**config.mk**
```make
export PLATFORM = sky130hd
export DESIGN_NAME = pr_ctrl_mc_flat
export DESIGN_NICKNAME = d
export VERILOG_FILES = /design/src/rtl/pr_ctrl_pkg.sv /design/src/rtl/pr_ctrl_mc_if.sv /design/src/rtl/pr_mac_unit.sv /design/src/rtl/pr_ctrl_mc.sv /design/src/flat_wrapper.sv
export SDC_FILE = /design/constraint.sdc
export NUM_CORES = 2
export LEC_CHECK = 0
export ABC_AREA = 1
export BUFFER_PORTS_ARGS = -buffer_cell sky130_fd_sc_hd__buf_2
export CAP_MARGIN = 20
export CORE_ASPECT_RATIO = 0.6
export CORE_MARGIN = 3
export CORE_UTILIZATION = 52
export DETAILED_ROUTE_END_ITERATION = 6
export HOLD_SLACK_MARGIN = 0.15
export PLACE_DENSITY = 0.74
export SLEW_MARGIN = 10
export SYNTH_ARGS = -nofsm -noshare
export SYNTH_HDL_FRONTEND = slang
export SYNTH_SLANG_ARGS = --single-unit
```
**constraint.sdc**
```tcl
create_clock -name clk_sys -period 9.4 [get_ports clk_sys]
set_input_delay 2.35 -clock clk_sys [delete_from_list [all_inputs] [get_ports clk_sys]]
set_output_delay 2.35 -clock clk_sys [all_outputs]
set_load 0.01 [all_outputs]
```
**src/rtl/pr_ctrl_pkg.sv**
```systemverilog
// pr_ctrl_pkg: shared types, MAC step order and saturation helper for the PR controller
package pr_ctrl_pkg;
  localparam int WIDTH_D = 16;
  localparam int COEF_W_D = 16;
  localparam int FRAC_D = 14;
  localparam int NCH_D = 4;
  localparam int GUARD_D = 4;
  localparam int ONE = 1 << FRAC_D;
  typedef enum logic [1:0] {IDLE, MAC, FIN} state_t;
  typedef enum logic [1:0] {OP_HOLD, OP_LOAD, OP_ADD, OP_SUB} mac_op_t;
  localparam logic [2:0] STEP_B0 = 3'd0;
  localparam logic [2:0] STEP_B2 = 3'd1;
  localparam logic [2:0] STEP_A1 = 3'd2;
  localparam logic [2:0] STEP_A2 = 3'd3;
  localparam logic [2:0] STEP_KP = 3'd4;
  function automatic logic signed [63:0] sat_w(input logic signed [63:0] v, input int w);
    logic signed [63:0] hi, lo;
    hi = (64'sd1 <<< (w - 1)) - 64'sd1;
    lo = -(64'sd1 <<< (w - 1));
    return v > hi ? hi : v < lo ? lo : v;
  endfunction
endpackage

```
**src/rtl/pr_ctrl_mc_if.sv**
```systemverilog
// pr_ctrl_mc_if: error-frame input and per-channel result output bundle of pr_ctrl_mc
interface pr_ctrl_mc_if #(
  parameter int WIDTH = pr_ctrl_pkg::WIDTH_D,
  parameter int COEF_W = pr_ctrl_pkg::COEF_W_D,
  parameter int NCH = pr_ctrl_pkg::NCH_D
);
  localparam int CH_W = NCH > 1 ? $clog2(NCH) : 1;
  logic in_valid;
  logic in_ready;
  logic [NCH*WIDTH-1:0] error_data;
  logic signed [COEF_W-1:0] kp, b0, b2, a1, a2;
  logic r_en;
  logic hist_clr;
  logic signed [WIDTH-1:0] result;
  logic [CH_W-1:0] result_ch;
  logic result_ready;
  logic frame_done;
  logic sat_flag;
  logic overrun;
  modport master (
    output in_valid, error_data, kp, b0, b2, a1, a2, r_en, hist_clr,
    input in_ready, result, result_ch, result_ready, frame_done, sat_flag, overrun
  );
  modport slave (
    input in_valid, error_data, kp, b0, b2, a1, a2, r_en, hist_clr,
    output in_ready, result, result_ch, result_ready, frame_done, sat_flag, overrun
  );
endinterface

```
**src/rtl/pr_mac_unit.sv**
```systemverilog
// pr_mac_unit: shared signed multiplier, wide accumulator and shift/saturate stage
module pr_mac_unit
  import pr_ctrl_pkg::*;
#(
  parameter int WIDTH = WIDTH_D,
  parameter int COEF_W = COEF_W_D,
  parameter int FRAC = FRAC_D,
  parameter int GUARD = GUARD_D
) (
  input logic clk_sys,
  input logic rst_n,
  input mac_op_t op,
  input logic yr_load,
  input logic r_en,
  input logic signed [WIDTH-1:0] a,
  input logic signed [COEF_W-1:0] b,
  output logic signed [WIDTH-1:0] yr,
  output logic signed [WIDTH-1:0] u,
  output logic clip
);
  localparam int ACC_W = WIDTH + COEF_W + GUARD;
  logic signed [WIDTH+COEF_W-1:0] prod;
  logic signed [ACC_W-1:0] acc, acc_nx, acc_sh, u_sum;
  logic signed [63:0] yr_full, u_full;
  logic yr_clip;
  always_comb begin
    prod = a * b;
    acc_nx = op == OP_LOAD ? ACC_W'(prod) :
             op == OP_ADD ? acc + ACC_W'(prod) :
             op == OP_SUB ? acc - ACC_W'(prod) : acc;
    acc_sh = acc >>> FRAC;
    yr_full = sat_w(64'(acc_sh), WIDTH);
    u_sum = acc_sh + ACC_W'(yr);
    u_full = sat_w(64'(u_sum), WIDTH);
    u = WIDTH'(u_full);
    clip = yr_clip | (u_full != 64'(u_sum));
  end
  // yr is captured as the kp product is loaded, so FIN sees both halves of u
  always_ff @(posedge clk_sys or negedge rst_n)
    if (!rst_n) begin
      acc <= '0;
      yr <= '0;
      yr_clip <= 1'b0;
    end else begin
      acc <= acc_nx;
      if (yr_load) begin
        yr <= r_en ? WIDTH'(yr_full) : '0;
        yr_clip <= r_en & (yr_full != 64'(acc_sh));
      end
    end
endmodule

```
**src/rtl/pr_ctrl_mc.sv**
```systemverilog
// pr_ctrl_mc: multi-channel proportional-resonant controller, one MAC time-shared across channels
module pr_ctrl_mc
  import pr_ctrl_pkg::*;
#(
  parameter int WIDTH = WIDTH_D,
  parameter int COEF_W = COEF_W_D,
  parameter int FRAC = FRAC_D,
  parameter int NCH = NCH_D,
  parameter int GUARD = GUARD_D
) (
  input logic clk_sys,
  input logic rst_n,
  pr_ctrl_mc_if.slave bus
);
  localparam int CH_W = NCH > 1 ? $clog2(NCH) : 1;
  state_t state, state_nx;
  logic [2:0] k;
  logic [CH_W-1:0] ch;
  logic [NCH*WIDTH-1:0] err_l;
  logic signed [COEF_W-1:0] kp_l, b0_l, b2_l, a1_l, a2_l, mul_b;
  logic r_en_l, clr_pend, accept, fin, last_ch, hist_wipe, clip;
  logic signed [WIDTH-1:0] e1 [NCH];
  logic signed [WIDTH-1:0] e2 [NCH];
  logic signed [WIDTH-1:0] y1 [NCH];
  logic signed [WIDTH-1:0] y2 [NCH];
  logic signed [WIDTH-1:0] e_cur, mul_a, yr, u;
  mac_op_t op;
  always_ff @(posedge clk_sys or negedge rst_n)
    if (!rst_n) state <= IDLE;
    else state <= state_nx;
  always_comb
    state_nx = state == IDLE ? (bus.in_valid ? MAC : IDLE) :
               state == MAC ? (k == STEP_KP ? FIN : MAC) :
               (last_ch ? IDLE : MAC);
  always_comb begin
    accept = bus.in_valid & (state == IDLE);
    fin = state == FIN;
    last_ch = ch == CH_W'(NCH - 1);
    hist_wipe = (state == IDLE) & (bus.hist_clr | clr_pend);
    e_cur = err_l[int'(ch)*WIDTH +: WIDTH];
    mul_a = k == STEP_B2 ? e2[ch] : k == STEP_A1 ? y1[ch] : k == STEP_A2 ? y2[ch] : e_cur;
    mul_b = k == STEP_B0 ? b0_l : k == STEP_B2 ? b2_l : k == STEP_A1 ? a1_l :
            k == STEP_A2 ? a2_l : kp_l;
    op = state != MAC ? OP_HOLD : (k == STEP_B0 || k == STEP_KP) ? OP_LOAD :
         k == STEP_B2 ? OP_ADD : OP_SUB;
  end
  always_comb begin
    bus.in_ready = state == IDLE;
    bus.result_ready = fin;
    bus.frame_done = fin & last_ch;
    bus.result = fin ? u : '0;
    bus.result_ch = fin ? ch : '0;
    bus.sat_flag = fin & clip;
    bus.overrun = bus.in_valid & (state != IDLE);
  end
  // a clear requested while busy waits here until the frame has finished
  always_ff @(posedge clk_sys or negedge rst_n)
    if (!rst_n) begin
      k <= '0;
      ch <= '0;
      err_l <= '0;
      {kp_l, b0_l, b2_l, a1_l, a2_l} <= '0;
      r_en_l <= 1'b0;
      clr_pend <= 1'b0;
      for (int i = 0; i < NCH; i++) begin
        e1[i] <= '0;
        e2[i] <= '0;
        y1[i] <= '0;
        y2[i] <= '0;
      end
    end else begin
      clr_pend <= state == IDLE ? 1'b0 : clr_pend | bus.hist_clr;
      if (accept) begin
        err_l <= bus.error_data;
        {kp_l, b0_l, b2_l, a1_l, a2_l} <= {bus.kp, bus.b0, bus.b2, bus.a1, bus.a2};
        r_en_l <= bus.r_en;
        k <= STEP_B0;
        ch <= '0;
      end
      if (state == MAC) k <= k + 3'd1;
      if (fin) begin
        k <= STEP_B0;
        ch <= last_ch ? '0 : ch + 1'b1;
        e2[ch] <= e1[ch];
        e1[ch] <= e_cur;
        y2[ch] <= r_en_l ? y1[ch] : '0;
        y1[ch] <= yr;
      end
      if (hist_wipe)
        for (int i = 0; i < NCH; i++) begin
          e1[i] <= '0;
          e2[i] <= '0;
          y1[i] <= '0;
          y2[i] <= '0;
        end
    end
  pr_mac_unit #(.WIDTH(WIDTH), .COEF_W(COEF_W), .FRAC(FRAC), .GUARD(GUARD)) u_mac (
    .clk_sys(clk_sys),
    .rst_n(rst_n),
    .op(op),
    .yr_load(state == MAC && k == STEP_KP),
    .r_en(r_en_l),
    .a(mul_a),
    .b(mul_b),
    .yr(yr),
    .u(u),
    .clip(clip)
  );
endmodule

```
**src/flat_wrapper.sv**
```systemverilog
// flat-port wrapper written by rule: the top's interface ports become plain ports
module pr_ctrl_mc_flat import pr_ctrl_pkg::*;
#(
  parameter int WIDTH = WIDTH_D,
  parameter int COEF_W = COEF_W_D,
  parameter int FRAC = FRAC_D,
  parameter int NCH = NCH_D,
  parameter int GUARD = GUARD_D
)
  (clk_sys, rst_n, bus_in_valid, bus_error_data, bus_kp, bus_b0, bus_b2, bus_a1, bus_a2, bus_r_en, bus_hist_clr, bus_in_ready, bus_result, bus_result_ch, bus_result_ready, bus_frame_done, bus_sat_flag, bus_overrun);
  pr_ctrl_mc_if #(.WIDTH(WIDTH), .COEF_W(COEF_W), .NCH(NCH)) bus_i ();
  input logic clk_sys;
  input logic rst_n;
  input wire logic [$bits(bus_i.in_valid)-1:0] bus_in_valid;
  input wire logic [$bits(bus_i.error_data)-1:0] bus_error_data;
  input wire logic [$bits(bus_i.kp)-1:0] bus_kp;
  input wire logic [$bits(bus_i.b0)-1:0] bus_b0;
  input wire logic [$bits(bus_i.b2)-1:0] bus_b2;
  input wire logic [$bits(bus_i.a1)-1:0] bus_a1;
  input wire logic [$bits(bus_i.a2)-1:0] bus_a2;
  input wire logic [$bits(bus_i.r_en)-1:0] bus_r_en;
  input wire logic [$bits(bus_i.hist_clr)-1:0] bus_hist_clr;
  output wire logic [$bits(bus_i.in_ready)-1:0] bus_in_ready;
  output wire logic [$bits(bus_i.result)-1:0] bus_result;
  output wire logic [$bits(bus_i.result_ch)-1:0] bus_result_ch;
  output wire logic [$bits(bus_i.result_ready)-1:0] bus_result_ready;
  output wire logic [$bits(bus_i.frame_done)-1:0] bus_frame_done;
  output wire logic [$bits(bus_i.sat_flag)-1:0] bus_sat_flag;
  output wire logic [$bits(bus_i.overrun)-1:0] bus_overrun;
  assign bus_i.in_valid = bus_in_valid;
  assign bus_i.error_data = bus_error_data;
  assign bus_i.kp = bus_kp;
  assign bus_i.b0 = bus_b0;
  assign bus_i.b2 = bus_b2;
  assign bus_i.a1 = bus_a1;
  assign bus_i.a2 = bus_a2;
  assign bus_i.r_en = bus_r_en;
  assign bus_i.hist_clr = bus_hist_clr;
  assign bus_in_ready = bus_i.in_ready;
  assign bus_result = bus_i.result;
  assign bus_result_ch = bus_i.result_ch;
  assign bus_result_ready = bus_i.result_ready;
  assign bus_frame_done = bus_i.frame_done;
  assign bus_sat_flag = bus_i.sat_flag;
  assign bus_overrun = bus_i.overrun;
  pr_ctrl_mc #(.WIDTH(WIDTH), .COEF_W(COEF_W), .FRAC(FRAC), .NCH(NCH), .GUARD(GUARD)) u_core (.clk_sys(clk_sys), .rst_n(rst_n), .bus(bus_i));
endmodule
```
==> impl_metrics.sql <==
INSERT INTO impl_metrics (metric_group, metric, value, unit) VALUES
('floorplanning', 'fp.dieH', '211', 'µm'),
('floorplanning', 'floorplan.core_area', '68500', 'µm²'),
('grt', 'groute.usage.overall', '0.327', ''),
('worst_setup_path', 'endpoint_kind', 'flip-flop', ''),
('routing', 'drt.antenna.violating_nets', '0', ''),
('logic_synthesis', 'syn-cell-area', '36300', 'µm²'),
('routing', 'route.detailed.vias_per_inst', '5.68', ''),
('timing', 'finalWorstPathRequiredPeriod', '9.27', 'ns'),
('floorplanning', 'placement_rows', '74', ''),
('worst_setup_path', 'setup.worst_path.class', 'flip-flop to flip-flop', ''),
('logic_synthesis', 'synth.top_cells.by_area', 'sky130_fd_sc_hd__dfrtp_1 32%, sky130_fd_sc_hd__fa_1 15%, sky130_fd_sc_hd__nand2_1 13%, sky130_fd_sc_hd__inv_1 7.3%, sky130_fd_sc_hd__ha_1 5.4%', ''),
('status', 'status', 'finished clean', ''),
('cells_and_area', 'post_route_cells_drive_above_1_share', '0.219', ''),
('routing', 'drt_pass_1_iters', '7', ''),
('logic_synthesis', 'synth-seq-cells', '462', ''),
('routing', 'drt_iter0_drc', '4141', ''),
('timing', 'final_hold_viol_count', '0', ''),
('routing', 'vias', '35122', ''),
('grt', 'grt_first_pass_wirelength', '187000', 'µm'),
('clock_tree', 'clk_pin_slew_worst_paths', '0.07', 'ns'),
('grt', 'grt_antenna_before_repair', '4', ''),
('grt', 'grt_remaining_overflow', '0', ''),
('clock_tree', 'ctsLongestPathBuffers', '3', ''),
('worst_setup_path', 'critPathSlowestCell', 'sky130_fd_sc_hd__dfrtp_4', ''),
('clock_tree', 'numClockSinks', '462', ''),
('logic_synthesis', 'synthCells', '4737', ''),
('routing', 'wirelength', '123000', 'µm'),
('logic_synthesis', 'syn_nets', '5307', ''),
('logic_synthesis', 'synth_flop_cell', 'sky130_fd_sc_hd__dfrtp_1', ''),
('clock_tree', 'cts_buffer_count', '46', ''),
('worst_setup_path', 'cp_peak_stage_delay', '0.56', 'ns'),
('worst_setup_path', 'critical-path-top-cell-by-count', 'sky130_fd_sc_hd__fa_1', ''),
('timing', 'total_count_of_max_transition_violations_in_the_final_report', '0', ''),
('floorplanning', 'fp.dieArea', '73100', 'µm²'),
('logic_synthesis', 'post-synth-top-area-cell', 'sky130_fd_sc_hd__dfrtp_1', ''),
('cells_and_area', 'layout.filler_cells', '5838', ''),
('timing', 'max_freq', '0.108', 'GHz'),
('job', 'max_cap_violations', '0', ''),
('logic_synthesis', 'synth_top_area_share', '0.319', ''),
('worst_setup_path', 'cp.arrival', '9.75', 'ns'),
('timing', 'worst-slew-pin-transition', '1.06', 'ns'),
('worst_setup_path', 'crit_path_max_fo', '16', ''),
('floorplanning', 'io_count', '172', ''),
('routing', 'drcViolationCount', '0', ''),
('cells_and_area', 'areaGrowthSynthToFinish', '23.4', '%'),
('cells_and_area', 'final_net_count', '5808', ''),
('logic_synthesis', 'yosysWarningCount', '0', ''),
('grt', 'maximum_number_of_pins_on_one_net_before_global_route_repair', '177', ''),
('floorplanning', 'die_width', '347', 'µm'),
('grt', 'first_global_vias', '33158', ''),
('worst_setup_path', 'critical_path_required', '9.88', 'ns'),
('timing', 'setup_repair_after_global_routing_missed_its_margin', 'yes', ''),
('timing', 'setup_viol_count_final', '0', ''),
('logic_synthesis', 'seq_area_frac_synth', '0.319', ''),
('timing', 'final.period_utilization', '0.986', ''),
('place', 'dp_cells', '6044', ''),
('worst_setup_path', 'critical_path_launch_point_type', 'flip-flop', ''),
('routing', 'wl_per_cell', '19.9', 'µm'),
('place', 'gp_routability_congestion', '1.01', ''),
('place', 'dp_hpwl', '91400', 'µm'),
('cells_and_area', 'final_cells', '6183', ''),
('logic_synthesis', 'netlist-cell-type-count', '59', ''),
('logic_synthesis', 'postSynthAreaPerCell', '7.66', 'µm²'),
('clock_tree', 'cts.root.buffer_cell', 'sky130_fd_sc_hd__clkbuf_16', ''),
('clock_tree', 'tritoncts', 'yes', ''),
('logic_synthesis', 'async_reset_ff_frac', '1.00', ''),
('place', 'io_buffers', '171', ''),
('floorplanning', 'start_util', '0.529', ''),
('timing', 'finalClockSkew', '0.0370', 'ns'),
('clock_tree', 'worstSkewPairLatency', '0.62', 'ns'),
('clock_tree', 'htree_num_levels', '2', ''),
('logic_synthesis', 'synth-edff-count', '0', ''),
('timing', 'slew_headroom', '0.295', ''),
('hold_path', 'worst_hold_path_type', 'flip-flop to flip-flop', '');
-- placed cells by master, fill, tap and decap left out, types with 43 or more instances in the layout --
master and instances:
sky130_fd_sc_hd__buf_2 170, sky130_fd_sc_hd__o211ai_1 63, sky130_fd_sc_hd__nor2_1 244, sky130_fd_sc_hd__fa_1 258, sky130_fd_sc_hd__dfrtp_1 460, sky130_fd_sc_hd__a21oi_1 226
sky130_fd_sc_hd__ha_1 122, sky130_fd_sc_hd__nand3_1 288, sky130_fd_sc_hd__o21ai_0 290, sky130_fd_sc_hd__nand2_2 101, sky130_fd_sc_hd__inv_1 662, sky130_fd_sc_hd__nand2_1 1155
sky130_fd_sc_hd__xor2_1 43, sky130_fd_sc_hd__o22ai_1 131, sky130_fd_sc_hd__nor2_2 49, sky130_fd_sc_hd__clkbuf_16 50, sky130_fd_sc_hd__buf_4 440
-- cell families (layout without fill, tap and decap cells) --
family	after synthesis	after routing	synth area share
AOI/OAI and AO/OA	855	855	0.133
other	0	1	0
adders and majority gates	421	421	0.200
muxes	15	15	0.00414
DFF	462	462	0.319
buffers and inverters	939	1471	0.0992
and+or+nand+nor	1978	1979	0.227
xor gates and xnor gates	67	67	0.0180
-- per-layer routing --
layer	vias to the layer above	routed length (µm)	GRT usage
met3	145	16200	0.119
met2	1833	49100	0.444
li1	16151	-	-
met5	-	17	0
met1	16989	55500	0.499
met4	4	1880	0.0607
-- cells in the mapped netlist, types with 5 or more instances --
cell type and number:
sky130_fd_sc_hd__nand2_1 1245, sky130_fd_sc_hd__o221ai_1 12, sky130_fd_sc_hd__clkbuf_1 147, sky130_fd_sc_hd__fa_1 264, sky130_fd_sc_hd__a22oi_1 5, sky130_fd_sc_hd__xor2_1 47
sky130_fd_sc_hd__nor3_1 18, sky130_fd_sc_hd__and2_1 8, sky130_fd_sc_hd__or2_2 11, sky130_fd_sc_hd__nor2_2 14, sky130_fd_sc_hd__nand2_2 19, sky130_fd_sc_hd__o21ai_0 332
sky130_fd_sc_hd__nand4_1 30, sky130_fd_sc_hd__buf_2 42, sky130_fd_sc_hd__ha_1 157, sky130_fd_sc_hd__mux2i_1 15, sky130_fd_sc_hd__inv_2 7, sky130_fd_sc_hd__o22ai_1 131
sky130_fd_sc_hd__o21bai_1 5, sky130_fd_sc_hd__nand3_1 297, sky130_fd_sc_hd__nor2_1 300, sky130_fd_sc_hd__clkinv_1 9, sky130_fd_sc_hd__nand3_2 8, sky130_fd_sc_hd__buf_1 24
sky130_fd_sc_hd__dfrtp_1 462, sky130_fd_sc_hd__inv_1 705, sky130_fd_sc_hd__a21oi_1 261, sky130_fd_sc_hd__nor2_4 6, sky130_fd_sc_hd__nor4_1 6, sky130_fd_sc_hd__a32o_1 15
sky130_fd_sc_hd__o21a_1 5, sky130_fd_sc_hd__o211ai_1 63, sky130_fd_sc_hd__a21o_1 7, sky130_fd_sc_hd__xnor2_1 14, sky130_fd_sc_hd__nand3b_1 5
-- registers in the layout, summed over array words and instances, names as in the netlist, 16 cells and up --
name              cells
u_core.err_l         64
u_core.u_mac.acc     36
u_core.a2_l          16
u_core.y2            64
u_core.kp_l          16
u_core.a1_l          16
u_core.b0_l          16
u_core.u_mac.yr      16
u_core.e1            64
u_core.y1            64
u_core.b2_l          16
u_core.e2            64
-- path summary, 6_finish.rpt --
check                                    start                    to  slack, ns  cells after the start
min in group asynchronous                rst_n         u_core.y2[22]       1.81                      1
worst min-delay path            u_core.a1_l[4]        u_core.a1_l[4]       0.48                      2
worst max-delay path              u_core.ch[0]  u_core.u_mac.acc[23]       0.13                     46
worst max register to register    u_core.ch[0]  u_core.u_mac.acc[23]       0.13                     46
worst min register to register  u_core.a1_l[4]        u_core.a1_l[4]       0.48                      2
max in group asynchronous                rst_n       u_core.b0_l[10]       5.95                      2
-- area by class of cell --
type | count | area, µm² | share of cell area
Tap cell | 912 | 1140 | 0.0255
Inverter | 721 | 2770 | 0.0619
Sequential cell | 462 | 11600 | 0.259
Multi-Input combinational cell | 3337 | 22500 | 0.503
Timing Repair Buffer | 670 | 5160 | 0.115
Antenna cell | 1 | 2.50 | 0.0000559
Clock inverter | 20 | 322 | 0.00719
Clock buffer | 60 | 1250 | 0.0280
-- stage by stage --
| step | instance area [µm²] | setup TNS (ns) | util | hold slack (ns) | setup slack [ns] |
|---|---|---|---|---|---|
| 2_1_floorplan | 36300 | 0 | - | 0.441 | 0.502 |
| 3_3_place_gp | 41100 | -3.28 | 0.600 | 0.462 | -0.392 |
| 3_5_place_dp | 41100 | -3.54 | 0.600 | 0.466 | -0.416 |
| 4_1_cts | 42800 | 0 | 0.624 | 0.482 | 0.000212 |
| 5_1_grt | 44700 | -2.63 | 0.653 | 0.496 | -0.251 |
| 6_report | 44700 | 0 | 0.653 | 0.478 | 0.127 |
-- worst max-delay path: cells and delay by family (launching register included) --
family                     cells  cell delay [ns]
adders and majority gates      8             3.64
DFF                            1             0.56
xor gates and xnor gates       2             0.38
buffers and inverters         13             1.51
AOI/OAI and AO/OA              6             0.93
and+or+nand+nor               17             2.11
-- what timing repair did --
item                       4_1_cts  5_1_grt
setup endpoints to repair       16       21
setup buffers                    3       50
hold buffers                     0        0
cloned                           0        5
pin swaps                        5      133
gates resized for setup         38      415
Power is not shown: default switching activity piles up to over one toggle a cycle in this logic, so the estimate is an artifact.
